**src/rtl/even_count_run_ctrl.sv**
```systemverilog
// Start/stop controller for a downstream even counter: synchronized and debounced buttons,
// IDLE/RUN/HOLD state machine, one-shot auto-stop, wrap pulse and saturating wrap tally.
module even_count_run_ctrl #(
    parameter int unsigned DEBOUNCE_CYCLES = 4
) (
    input  logic       clock,
    input  logic       reset,
    input  logic       btn_start,
    input  logic       btn_stop,
    input  logic       one_shot,
    input  logic [3:0] count_in,
    output logic       run,
    output logic       paused,
    output logic       wrap_pulse,
    output logic [7:0] wrap_count
);

    localparam logic [3:0] LastCnt  = 4'(DEBOUNCE_CYCLES - 1);
    localparam logic [3:0] CountTop = 4'd14;

    typedef enum logic [1:0] {StIdle, StRun, StHold} state_e;

    logic [1:0] btn_raw;
    logic [1:0] press;

    assign btn_raw = {btn_stop, btn_start};

    for (genvar i = 0; i < 2; i++) begin : g_btn
        logic       sync1_q, sync2_q;
        logic       level_q, level_d, level_prev_q;
        logic [3:0] cnt_q, cnt_d;

        always_comb begin
            level_d = level_q;
            cnt_d   = 4'd0;
            if (sync2_q != level_q) begin
                if (cnt_q == LastCnt) begin
                    level_d = ~level_q;
                end else begin
                    cnt_d = cnt_q + 4'd1;
                end
            end
        end

        always_ff @(posedge clock or negedge reset) begin
            if (!reset) begin
                sync1_q      <= 1'b0;
                sync2_q      <= 1'b0;
                level_q      <= 1'b0;
                level_prev_q <= 1'b0;
                cnt_q        <= 4'd0;
            end else begin
                sync1_q      <= btn_raw[i];
                sync2_q      <= sync1_q;
                level_q      <= level_d;
                level_prev_q <= level_q;
                cnt_q        <= cnt_d;
            end
        end

        // Rising edge of the accepted level, seen for the single cycle after it flips.
        assign press[i] = level_q & ~level_prev_q;
    end

    logic       start_ev, stop_ev, at_top;
    state_e     state_q, state_d;
    logic       wc_clear;
    logic       run_q, paused_q, wrap_q, wrap_d;
    logic [7:0] wrap_count_q, wrap_count_d;

    assign start_ev = press[0];
    assign stop_ev  = press[1];
    assign at_top   = (count_in == CountTop);

    always_comb begin
        state_d  = state_q;
        wc_clear = 1'b0;
        unique case (state_q)
            StIdle: begin
                // Stop wins over a simultaneous start.
                if (!stop_ev && start_ev) begin
                    state_d  = StRun;
                    wc_clear = 1'b1;
                end
            end
            StRun: begin
                if (stop_ev) begin
                    state_d = StHold;
                end else if (one_shot && at_top) begin
                    state_d = StIdle;
                end
            end
            StHold: begin
                if (stop_ev) begin
                    state_d  = StIdle;
                    wc_clear = 1'b1;
                end else if (start_ev) begin
                    state_d = StRun;
                end
            end
            default: state_d = StIdle;
        endcase
    end

    always_comb begin
        wrap_d       = run_q && at_top;
        wrap_count_d = wrap_count_q;
        if (wc_clear) begin
            wrap_count_d = 8'd0;
        end else if (wrap_d && (wrap_count_q != 8'hFF)) begin
            wrap_count_d = wrap_count_q + 8'd1;
        end
    end

    always_ff @(posedge clock or negedge reset) begin
        if (!reset) begin
            state_q      <= StIdle;
            run_q        <= 1'b0;
            paused_q     <= 1'b0;
            wrap_q       <= 1'b0;
            wrap_count_q <= 8'd0;
        end else begin
            state_q      <= state_d;
            run_q        <= (state_d == StRun);
            paused_q     <= (state_d == StHold);
            wrap_q       <= wrap_d;
            wrap_count_q <= wrap_count_d;
        end
    end

    assign run        = run_q;
    assign paused     = paused_q;
    assign wrap_pulse = wrap_q;
    assign wrap_count = wrap_count_q;

endmodule

```
**config.mk**
```make
export PLATFORM = sky130hd
export DESIGN_NAME = even_count_run_ctrl
export DESIGN_NICKNAME = d
export VERILOG_FILES = /design/src/rtl/even_count_run_ctrl.sv
export SDC_FILE = /design/constraint.sdc
export NUM_CORES = 1
export LEC_CHECK = 0
export ABC_AREA = 1
export CORE_MARGIN = 8
export CORE_UTILIZATION = 25
export DETAILED_ROUTE_END_ITERATION = 10
export PLACE_DENSITY_LB_ADDON = 0.3
export REMOVE_ABC_BUFFERS = 1
export SETUP_SLACK_MARGIN = 0.02
export SYNTH_ARGS = -nofsm -noshare
export SYNTH_HDL_FRONTEND = slang
export SYNTH_SLANG_ARGS = --single-unit
export TNS_END_PERCENT = 10
```
**constraint.sdc**
```tcl
create_clock -name clock -period 3.3 [get_ports clock]
set_clock_uncertainty 0.15 [all_clocks]
set_input_delay 0.66 -clock clock [delete_from_list [all_inputs] [get_ports clock]]
set_output_delay 0.66 -clock clock [all_outputs]
set_load 0.005 [all_outputs]
```
==> results.toml, run 1 <==
[yosys]
synth_top_area_share_pct = 52.0
netlist_area_um2 = 1400
yosysSeqAreaShare_pct = 52.0
synth-seq-cells = 29
ys.warnings.count = 0
synth.avg_cell_area_um2 = 9.25
yosysTopAreaCell = "dfrtp_1"
synthTopCellsByArea = "dfrtp_1, nand2_1, nand3_1"
synthCells = 151
synth_cell_types = 22

[route]
vias = 1003
wl_per_cell_um = 9.96
antenna_left = 0
drt-total-wl_um = 2490
via_per_inst = 4.01
drt_iter0_drc = 26
drc = 0
drt_pass1_iterations = 3

[setup_path]
r2r_setup_slack_ns = 1.75
critPathArrivalTime_ns = 1.29
cp_max_fo = 6
cp_num_buf_inv = 1
slowest_stage = "clkdlybuf4s50_1"
slowest_delay_ns = 0.55
cp-start-kind = "flop"
worstPathCellList = "clkdlybuf4s50_1"
crit_type = "flop to output port"
required_ns = 2.49
cp-end-kind = "output port"
critPathTopFamily = "buffers and inverters"

[die]
ioPinCount = 20
die_area_um2 = 8230
start_util_pct = 25.7
die_h_um = 90.7
rows = 27
die-width_um = 90.7
core_um2 = 5440

[pwr]
vdd.ir_drop.worst_v = 0.000277
power.internal_mw = 0.714
power_frac_comb_pct = 28.8
p_sw_mw = 0.384
power_density_nw_per_um2 = 624
power.leakage_nw = 0.848
seqPwrFrac_pct = 45.2
power.share.clock_pct = 25.9
switching_share_pct = 35.0

[clock_tree]
ctsResizeCount = 0
worstSkewPairLatency_ns = 0.28
cts_setup_buffers = 0
root_buffer = "clkbuf_8"
clkSlewWorstSetupHoldPaths_ns = 0.07
cts_tree = "done"
cts-buffers-inserted = 5
hold_buffers = 0
cts.path.max_buffers = 2
htreeDepth = 2
numClockSinks = 29

[global_routing]
grt-ovfl-total = 0
antenna_found_initial = 0
grt_pass1_wl_um = 4400
grt_pass1_vias = 952
grt_start_max_net_pins = 30
grtUsageTotal_pct = 6.61

[place]
post-dp-hpwl_um = 1780
dp_slack_ns = 1.24
port_buffers = 19
gp_congestion = 0.714

[timing]
rsz0062_at_grt = "false"
hold_viol = 0
worst_pin_slew_ns = 0.381
min_period_ns = 2.10
timing.final.ws_setup_ns = 1.20
report.final.slew_viol_count = 0
tns_ns = 0
relSlewSlack_pct = 74.6
finalSetupViolations = 0
fmax_ghz = 0.477
min_period_over_period_pct = 63.5

[cells_and_area]
num_antenna_cells = 0
syn2layout_area_growth_pct = 26.0
fin_nets = 189
drive_gt1_share_pct = 14.6

[worst_hold_path]
min_path_type = "flop to flop"

[run]
maxCapViolCount = 0

[outcome]
status = "complete, no violations"
sequential cells by signal (all words and copies together) (netlist names), 2 cells and up:
| signal | count |
|---|---|
| g_btn.sync1_q | 2 |
| g_btn.level_q | 2 |
| g_btn.level_prev_q | 2 |
| state_q | 2 |
| g_btn.cnt_q | 8 |
| wrap_count | 8 |
| g_btn.sync2_q | 2 |
per-stage QoR:
stage	util, %	hold WS, ns	power (mW)	std cells	area (µm²)
2_1_floorplan	-	0.181	0.727	150	1390
3_3_place_gp	30.8	0.181	0.822	242	1670
3_5_place_dp	30.8	0.186	0.827	242	1670
4_1_cts	32.3	0.202	1.11	250	1760
5_1_grt	32.3	0.211	1.18	250	1760
6_report	32.3	0.203	1.10	250	1760
per-layer routing:
metal / track usage, % / vias to the layer above / part of all wire [%]
met5: 0 / - / 0
met4: 2.91 / 0 / 1.4
met3: 3.57 / 5 / 7.8
met2: 9.74 / 20 / 42
met1: 7.70 / 454 / 49
li1: - / 524 / -
kinds of logic after synthesis:
| group | count (synthesis) | synth area share (%) |
|---|---|---|
| compound gates | 4 | 1.43 |
| xor+xnor | 9 | 5.64 |
| mux | 1 | 0.806 |
| simple gates | 85 | 31.2 |
| flops | 29 | 52.0 |
| fa+ha+maj | 3 | 2.69 |
| buf+inv | 20 | 6.27 |
power groups by stage:
stage	Combinational, mW	Sequential [mW]	Clock (mW)
after floorplan	0.234	0.494	0
after global placement	0.322	0.500	0
after detailed placement	0.325	0.502	0
after CTS	0.324	0.497	0.292
after global routing	0.362	0.508	0.312
final	0.317	0.497	0.285
synth_stat cells:
cell,count
nand2_1,31
dfrtp_1,29
nor2_1,22
nand3_1,18
inv_1,15
xor2_1,5
xnor2_1,4
ha_1,3
nand2_4,3
nand3_2,3
o21ai_0,3
inv_2,2
inv_4,2
nand2_2,2
nor2_4,2
a21oi_1,1
buf_6,1
mux2_2,1
nand2_8,1
nand4_1,1
nor3_1,1
nor3_4,1
worst paths after layout:
kind                                         endpoint  cells past startpoint                        from
max                                     wrap_count[2]                      1   wrap_count[2]$_DFFE_PN0P_
min reg2reg                g_btn[1].sync2_q$_DFF_PN0_                      0  g_btn[1].sync1_q$_DFF_PN0_
max in group asynchronous   wrap_count[4]$_DFFE_PN0P_                      2                       reset
min                        g_btn[1].sync2_q$_DFF_PN0_                      0  g_btn[1].sync1_q$_DFF_PN0_
max reg2reg                 wrap_count[7]$_DFFE_PN0P_                      8   wrap_count[1]$_DFFE_PN0P_
min in group asynchronous   wrap_count[5]$_DFFE_PN0P_                      2                       reset
cell type report:
class                           instances  area (µm²)
Clock buffer                            5        68.8
Clock inverter                          3        17.5
Fill cell                             584        3680
Inverter                               19        76.3
Multi-Input combinational cell        102         583
Sequential cell                        29         726
Tap cell                               72        90.1
Timing Repair Buffer                   20         198
placed cells by master (no fill, tap or decap), types with 4 or more instances in the layout:
cell type,n
nand2_1,31
dfrtp_1,29
nor2_1,22
clkdlybuf4s50_1,19
nand3_1,18
inv_1,15
xor2_1,5
clkbuf_8,5
xnor2_1,4
Note: power is estimated with default switching activity, not from simulation.
==> inputs of run 2 (changes only) <==
Clock period 3.3 ns to 2 ns, I/O delays scaled along.
==> run 2 against run 1 <==
Net effect:
- clock power increased by 120%
- total power increased by 79%
- cell count unchanged
- register-to-register slack got worse by 1.3 ns
- critical endpoint unchanged
- combinational power increased by 65%
- first-iteration DRC count decreased by 19%
- sequential share of layout area decreased by 0.69 points
- final area increased by 1.7%
- non-clock buffer count unchanged
==> results.toml, run 2 (same netlist as run 1, synthesis figures left out) <==
[setup_path]
slowest_stage = "clkdlybuf4s50_1"
critPathArrivalTime_ns = 1.28
slowest_delay_ns = 0.55
rr_startpoint = "wrap_count[1]$_DFFE_PN0P_"
cp-end-kind = "output port"
critPathTopFamily = "buffers and inverters"
cp_num_buf_inv = 1
worstPathCellList = "clkdlybuf4s50_1"
crit_type = "flop to output port"
worstRegToRegCells = 8
required_ns = 1.45
cp_max_fo = 6
r2r_setup_slack_ns = 0.46
timing.rr.end = "wrap_count[7]$_DFFE_PN0P_"
cp-start-kind = "flop"

[worst_hold_path]
min_path_type = "flop to flop"
worstHoldStart = "g_btn[1].sync1_q$_DFF_PN0_"
hold_end = "g_btn[1].sync2_q$_DFF_PN0_"
whs_path_depth = 0

[pwr]
power.share.clock_pct = 31.7
power_density_nw_per_um2 = 1100
total_power_mw = 1.97
p_sw_mw = 0.622
power.internal_mw = 1.35
switching_share_pct = 31.6
seqPwrFrac_pct = 41.7
power_frac_comb_pct = 26.6
vdd.ir_drop.worst_v = 0.000442
power.leakage_nw = 0.863

[timing]
timing.final.ws_setup_ns = 0.174
rsz0062_at_grt = "false"
relSlewSlack_pct = 74.7
min_period_over_period_pct = 91.3
worst_pin_slew_ns = 0.379
finalSetupViolations = 0
fin_worst_hold_slack_ns = 0.201
report.final.slew_viol_count = 0
min_period_ns = 1.83
tns_ns = 0
hold_viol = 0
fmax_ghz = 0.548

[route]
drc = 0
vias = 1007
antenna_left = 0
via_per_inst = 4.03
drt_iter0_drc = 21
drt_pass1_iterations = 2
drt-total-wl_um = 2530
wl_per_cell_um = 10.1

[clock_tree]
cts-buffers-inserted = 5
numClockSinks = 29
ctsResizeCount = 0
root_buffer = "clkbuf_8"
clkSlewWorstSetupHoldPaths_ns = 0.06
cts_setup_buffers = 0
htreeDepth = 2
cts_tree = "done"
cts.path.max_buffers = 2
hold_buffers = 0
worstSkewPairLatency_ns = 0.28

[cells_and_area]
num_antenna_cells = 0
mostFrequentLayoutCell = "nand2_1"
fin_nets = 189
layout.cells.non_filler = 250
post-route-util_pct = 32.9
drive_gt1_share_pct = 14.0
final_cell_area_um2 = 1790
layout_common_cells = "nand2_1, dfrtp_1, nor2_1"
syn2layout_area_growth_pct = 28.1

[die]
die-width_um = 90.7
start_util_pct = 25.7
rows = 27
core_um2 = 5440
die_area_um2 = 8230
ioPinCount = 20
die_h_um = 90.7

[place]
dp_cells = 242
gp_congestion = 0.715
port_buffers = 19
dp_slack_ns = 0.197
post-dp-hpwl_um = 1800
place_area_um2 = 1670

[global_routing]
grt-ovfl-total = 0
grt_pass1_wl_um = 4510
antenna_found_initial = 0
grt_pass1_vias = 1005
grt_start_max_net_pins = 30
grtUsageTotal_pct = 6.82

[outcome]
status = "complete, no violations"

[run]
maxCapViolCount = 0
run 2: cell count changes in the layout (fill, tap and decap cells not counted), sizes merged:
cell	before	now
clkbuf	5	7
bufinv	0	1
clkinv	2	0
clkinvlp	1	0
run 2: final cells by class:
| cell class | instances | area (µm²) |
|---|---|---|
| Clock buffer | 7 | 86.3 |
| Clock inverter | 1 | 30.0 |
| Fill cell | 580 | 3650 |
| Inverter | 19 | 76.3 |
| Multi-Input combinational cell | 102 | 583 |
| Sequential cell | 29 | 726 |
| Tap cell | 72 | 90.1 |
| Timing Repair Buffer | 20 | 198 |
run 2: power groups by stage:
stage / logic [mW] / registers, mW / clock network (mW)
final: 0.524 / 0.820 / 0.623
after global routing: 0.595 / 0.838 / 0.676
after CTS: 0.534 / 0.821 / 0.641
after detailed placement: 0.536 / 0.829 / 0
after global placement: 0.531 / 0.825 / 0
after floorplan: 0.386 / 0.814 / 0
run 2: worst max path at each step:
stage | endpoint | from | slack (ns) | cells after the start
2_1_floorplan | wrap_count[2]$_DFFE_PN0P_ | wrap_count[0]$_DFFE_PN0P_ | 0.59 | 8
3_3_place_gp | wrap_count[1]$_DFFE_PN0P_ | count_in[2] | 0.21 | 7
4_1_cts | wrap_count[2] | wrap_count[2]$_DFFE_PN0P_ | 0.15 | 1
6_report | wrap_count[2] | wrap_count[2]$_DFFE_PN0P_ | 0.17 | 1
5_1_grt | wrap_count[2] | wrap_count[2]$_DFFE_PN0P_ | 0.11 | 1
3_5_place_dp | wrap_count[2]$_DFFE_PN0P_ | count_in[2] | 0.20 | 7
run 2: routing by layer:
metal	part of all wire [%]	GRT usage, %
met3	7.5	3.49
met5	0	0
met4	2.0	3.33
met2	43	10.5
met1	48	7.56
==> variant 1, RTL diff (settings of run 2) <==
Make the reset (`reset`) synchronous in 2 clocked blocks.
--- a/src/rtl/even_count_run_ctrl.sv
+++ b/src/rtl/even_count_run_ctrl.sv
@@ -42,7 +42,7 @@
             end
         end
 
-        always_ff @(posedge clock or negedge reset) begin
+        always_ff @(posedge clock) begin
             if (!reset) begin
                 sync1_q      <= 1'b0;
                 sync2_q      <= 1'b0;
@@ -112,7 +112,7 @@
         end
     end
 
-    always_ff @(posedge clock or negedge reset) begin
+    always_ff @(posedge clock) begin
         if (!reset) begin
             state_q      <= StIdle;
             run_q        <= 1'b0;
Function: differs if reset is asserted again (counterexample within 10 cycles, from zero or initial values and one cycle with reset low); with reset held inactive, the same outputs for 10 cycles.
==> variant 1 against run 2 <==
- sequential cell count unchanged
- maximum frequency increased by 0.33%
- first-iteration DRC count increased by 110%
- worst setup slack improved by 0.0060 ns
- wire length increased by 5.7%
- final area decreased by 6.8%
- global-route usage increased by 1.2 points
- synthesized area decreased by 9.1%
- critical endpoint is now wrap_count[5]
Power is not compared: it rests on default switching activity, and its combinational part moved more than twofold at a synthesized area within 25%.
==> variant 1: results <==
[cells_and_area]
drive_gt1_share_pct = 9.314
fin_nets = 216
fin_cells = 274

[placed_design]
placed_area_sq_mm = 0.001582
dp_hpwl_mm = 2.047
finalWeightedCongestion = 0.7497

[grt]
grt_util_all_layers_pct = 7.999
globalRouteMet3Util_pct = 4.151
grt_pass1_wl_mm = 4.726
met2_usage_pct = 12.47
grt_max_degree = 9
grt_pass1_vias = 1107

[synth]
async_flop_share_pct = 0
yosys-top-cells-count = nand2_1, inv_1, dfxtp_1
postSynthAreaPerCell_sq_um = 7.299
synth_flop_cell = dfxtp_1
synth_cell_types = 16

[timing]
relSlewSlack_pct = 77.41

[critical_path]
cp_max_fo = 7

[route]
route.met3.wl_microns = 204
dr_wl_met2_mm = 1.147
via_per_inst = 4.055
drt_wl_total_mm = 2.670
first_pass_iters = 3

[outcome]
status = finished, final reports clean

[pwr]
leakage_nw = 0.6834
## variant 1: cell types whose count changed in the layout (fill, tap and decap cells not counted), sizes merged, moves of 7 or more
cell | run 2 | this run
dfrtp | 29 | 0
dfxtp | 0 | 29
a21oi | 1 | 16
inv | 19 | 30
nand2 | 37 | 44
nor2 | 24 | 17
## variant 1: metrics by stage
step           setup WS, ns  util, %  power (W)  hold WS, ns
2_1_floorplan        0.6024        -  0.0006094       0.2400
3_3_place_gp         0.1499    31.57  0.0006338       0.2419
3_5_place_dp         0.1225    31.57  0.0006339       0.2460
4_1_cts              0.1574    33.29   0.001121       0.2602
5_1_grt              0.1310    33.29   0.001154       0.2874
6_report             0.1797    33.29   0.001099       0.2592
## variant 1: worst paths after layout
path	from	end	slack, ns	cells past startpoint
worst max-delay path	wrap_count[5]$_SDFFE_PP0P_	wrap_count[5]	0.18	1
worst min-delay path	g_btn[1].sync1_q$_SDFF_PN0_	g_btn[1].sync2_q$_SDFF_PN0_	0.26	2
worst max register to register	wrap_count[0]$_SDFFE_PP0P_	wrap_count[6]$_SDFFE_PP0P_	0.40	7
worst min register to register	g_btn[1].sync1_q$_SDFF_PN0_	g_btn[1].sync2_q$_SDFF_PN0_	0.26	2
## variant 1: cells by family (layout without fill, tap and decap cells)
logic type | count (synthesis) | after routing | share of synthesized area (%)
compound gates | 20 | 20 | 7.882
buf+inv | 31 | 61 | 9.162
fa+ha+maj | 3 | 3 | 2.956
flops | 29 | 29 | 45.71
xor+xnor | 5 | 5 | 3.448
simple gates | 86 | 86 | 30.84
## variant 1: cell type report
class / count / area, sq um
clock buffer: 7 / 86.33
fill: 561 / 3342
inverter: 30 / 112.6
multi-input combinational: 114 / 573.1
sequential: 29 / 580.6
tap: 70 / 87.58
timing repair buffer: 24 / 227.7
==> variant 2, RTL diff (settings of run 2) <==
Made on the original files. The localparam `CountTop` goes from 4'd14 to 4'd8.
--- a/src/rtl/even_count_run_ctrl.sv
+++ b/src/rtl/even_count_run_ctrl.sv
@@ -16,7 +16,7 @@
 );
 
     localparam logic [3:0] LastCnt  = 4'(DEBOUNCE_CYCLES - 1);
-    localparam logic [3:0] CountTop = 4'd14;
+    localparam logic [3:0] CountTop = 4'd8;
 
     typedef enum logic [1:0] {StIdle, StRun, StHold} state_e;
 
Behaviour: not the same (a bounded check fails within 10 cycles, from zero or initial values and one cycle with reset low).
==> variant 2 against run 2 <==
- maximum frequency decreased by 3.6%
- total power decreased by 4.6%
- largest cell class unchanged
- count of clock-buffer cells in the layout unchanged
- final area shrank 2.5%
- wire length is 1.5% higher
- global-route usage up 0.35 points
- combinational power rose by 6.5%
- synthesized area shrank 1.1%
- worst setup slack got worse by 0.068 ns
- first-iteration DRC count is 140% higher
- critical path depth unchanged
- highest routed layer unchanged
- utilization decreased by 0.63 points
- sequential cell count is the same
==> variant 2: results <==
[pwr]
leakage_nw = 0.8088
vdd_drop_max_mv = 0.2950

[route]
via_per_inst = 4.065
first_pass_iters = 4
first_iter_violations = 50
drt_wl_total_mm = 2.563

[grt]
grt_util_all_layers_pct = 7.170
grt_max_degree = 30
grt_pass1_vias = 973
grt_pass1_wl_mm = 4.623

[cells_and_area]
drive_gt1_share_pct = 13.14
fin_nets = 187
fillCellCount = 598

[clock_network]
htree_levels = 2
clock_latency_ns = 0.28
numCtsBuffers = 5
ctsResizeCount = 0

[worst_hold_path]
hold_end = g_btn[0].sync2_q$_DFF_PN0_
whs_path_depth = 0
hold_path.startpoint = g_btn[0].sync1_q$_DFF_PN0_

[synth]
yosysSeqAreaShare_pct = 52.54
synth_cell_types = 24
netlist_top_cells_area = dfrtp_1, nand2_1, nand3_1
yosys-top-cells-count = dfrtp_1, nand2_1, nor2_1
async_flop_share_pct = 100.0

[critical_path]
max_stage_delay_ns = 0.57
timing.rr.start = wrap_count[0]$_DFFE_PN0P_
cp.arrival_ns = 1.34
ff2ff_setup_slack_ns = 0.43
ff2ff_path_depth = 6
worstReg2RegEnd = wrap_count[1]$_DFFE_PN0P_

[placed_design]
dp_hpwl_mm = 1.869
finalWeightedCongestion = 0.7673

[outcome]
status = finished, final reports clean

[timing]
relSlewSlack_pct = 75.88
hold-worst-slack_ns = 0.1976
variant 2: worst reg2reg max path: cells and delay by family, from the launching register on:
| kind | cells | cell delay (ns) |
|---|---|---|
| and+or+nand+nor | 5 | 0.67 |
| DFF | 1 | 0.42 |
| adders and majority gates | 1 | 0.27 |
variant 2: worst max-delay path by stage:
stage / slack (ns) / end / cells after the start / startpoint
final: 0.11 / wrap_count[2] / 1 / wrap_count[2]$_DFFE_PN0P_
after global routing: 0.02 / wrap_count[2] / 1 / wrap_count[2]$_DFFE_PN0P_
after CTS: 0.09 / wrap_count[2] / 1 / wrap_count[2]$_DFFE_PN0P_
after detailed placement: 0.18 / wrap_count[1]$_DFFE_PN0P_ / 6 / count_in[0]
after global placement: 0.20 / wrap_count[1]$_DFFE_PN0P_ / 6 / count_in[0]
after floorplan: 0.59 / wrap_count[7]$_DFFE_PN0P_ / 8 / wrap_count[0]$_DFFE_PN0P_
variant 2: layout make-up:
cell class,count,area [sq um],share of cell area (%)
well taps,72,90.09,5.165
clock buffers,7,86.33,4.950
inverters,17,66.31,3.802
multi-input cells,102,578.1,33.14
flip-flops and latches,29,725.7,41.61
repair buffers,20,197.7,11.33
variant 2: cell families (layout without fill, tap and decap cells):
| group | after synthesis | count (layout) | share of synthesized area, % |
|---|---|---|---|
| mux | 1 | 1 | 0.8152 |
| xor+xnor | 9 | 9 | 5.706 |
| flops | 29 | 29 | 52.54 |
| simple gates | 82 | 82 | 29.35 |
| compound gates | 7 | 7 | 3.261 |
| buf+inv | 18 | 44 | 5.616 |
| fa+ha+maj | 3 | 3 | 2.718 |
variant 2: where the power goes:
| part | total (W) | switching (W) | internal (W) |
|---|---|---|---|
| combinational | 0.000558 | 0.000319 | 0.000239 |
| sequential | 0.000834 | 0.000107 | 0.000727 |
| clock | 0.000485 | 0.000213 | 0.000272 |
| total | 0.00188 | 0.000639 | 0.00124 |
variant 2: metal layers:
| metal | vias to the layer above | GRT usage, % | share of wire, % |
|---|---|---|---|
| met5 | - | 0 | 0 |
| met4 | 0 | 5.409 | 3.4 |
| met3 | 7 | 2.909 | 5.4 |
| met2 | 18 | 9.755 | 43 |
| met1 | 453 | 8.815 | 48 |
| li1 | 526 | - | - |
variant 2: stage by stage:
stage	utilization (%)	power, W	setup WS [ns]	std cells	instance area (sq um)
finish	32.27	0.001877	0.1060	247	1744
global placement	30.67	0.001409	0.2015	240	1658
CTS	32.27	0.001913	0.08717	247	1744
global route	32.27	0.002030	0.02379	247	1744
detailed placement	30.67	0.001416	0.1775	240	1658
floorplan	-	0.001237	0.5850	148	1370
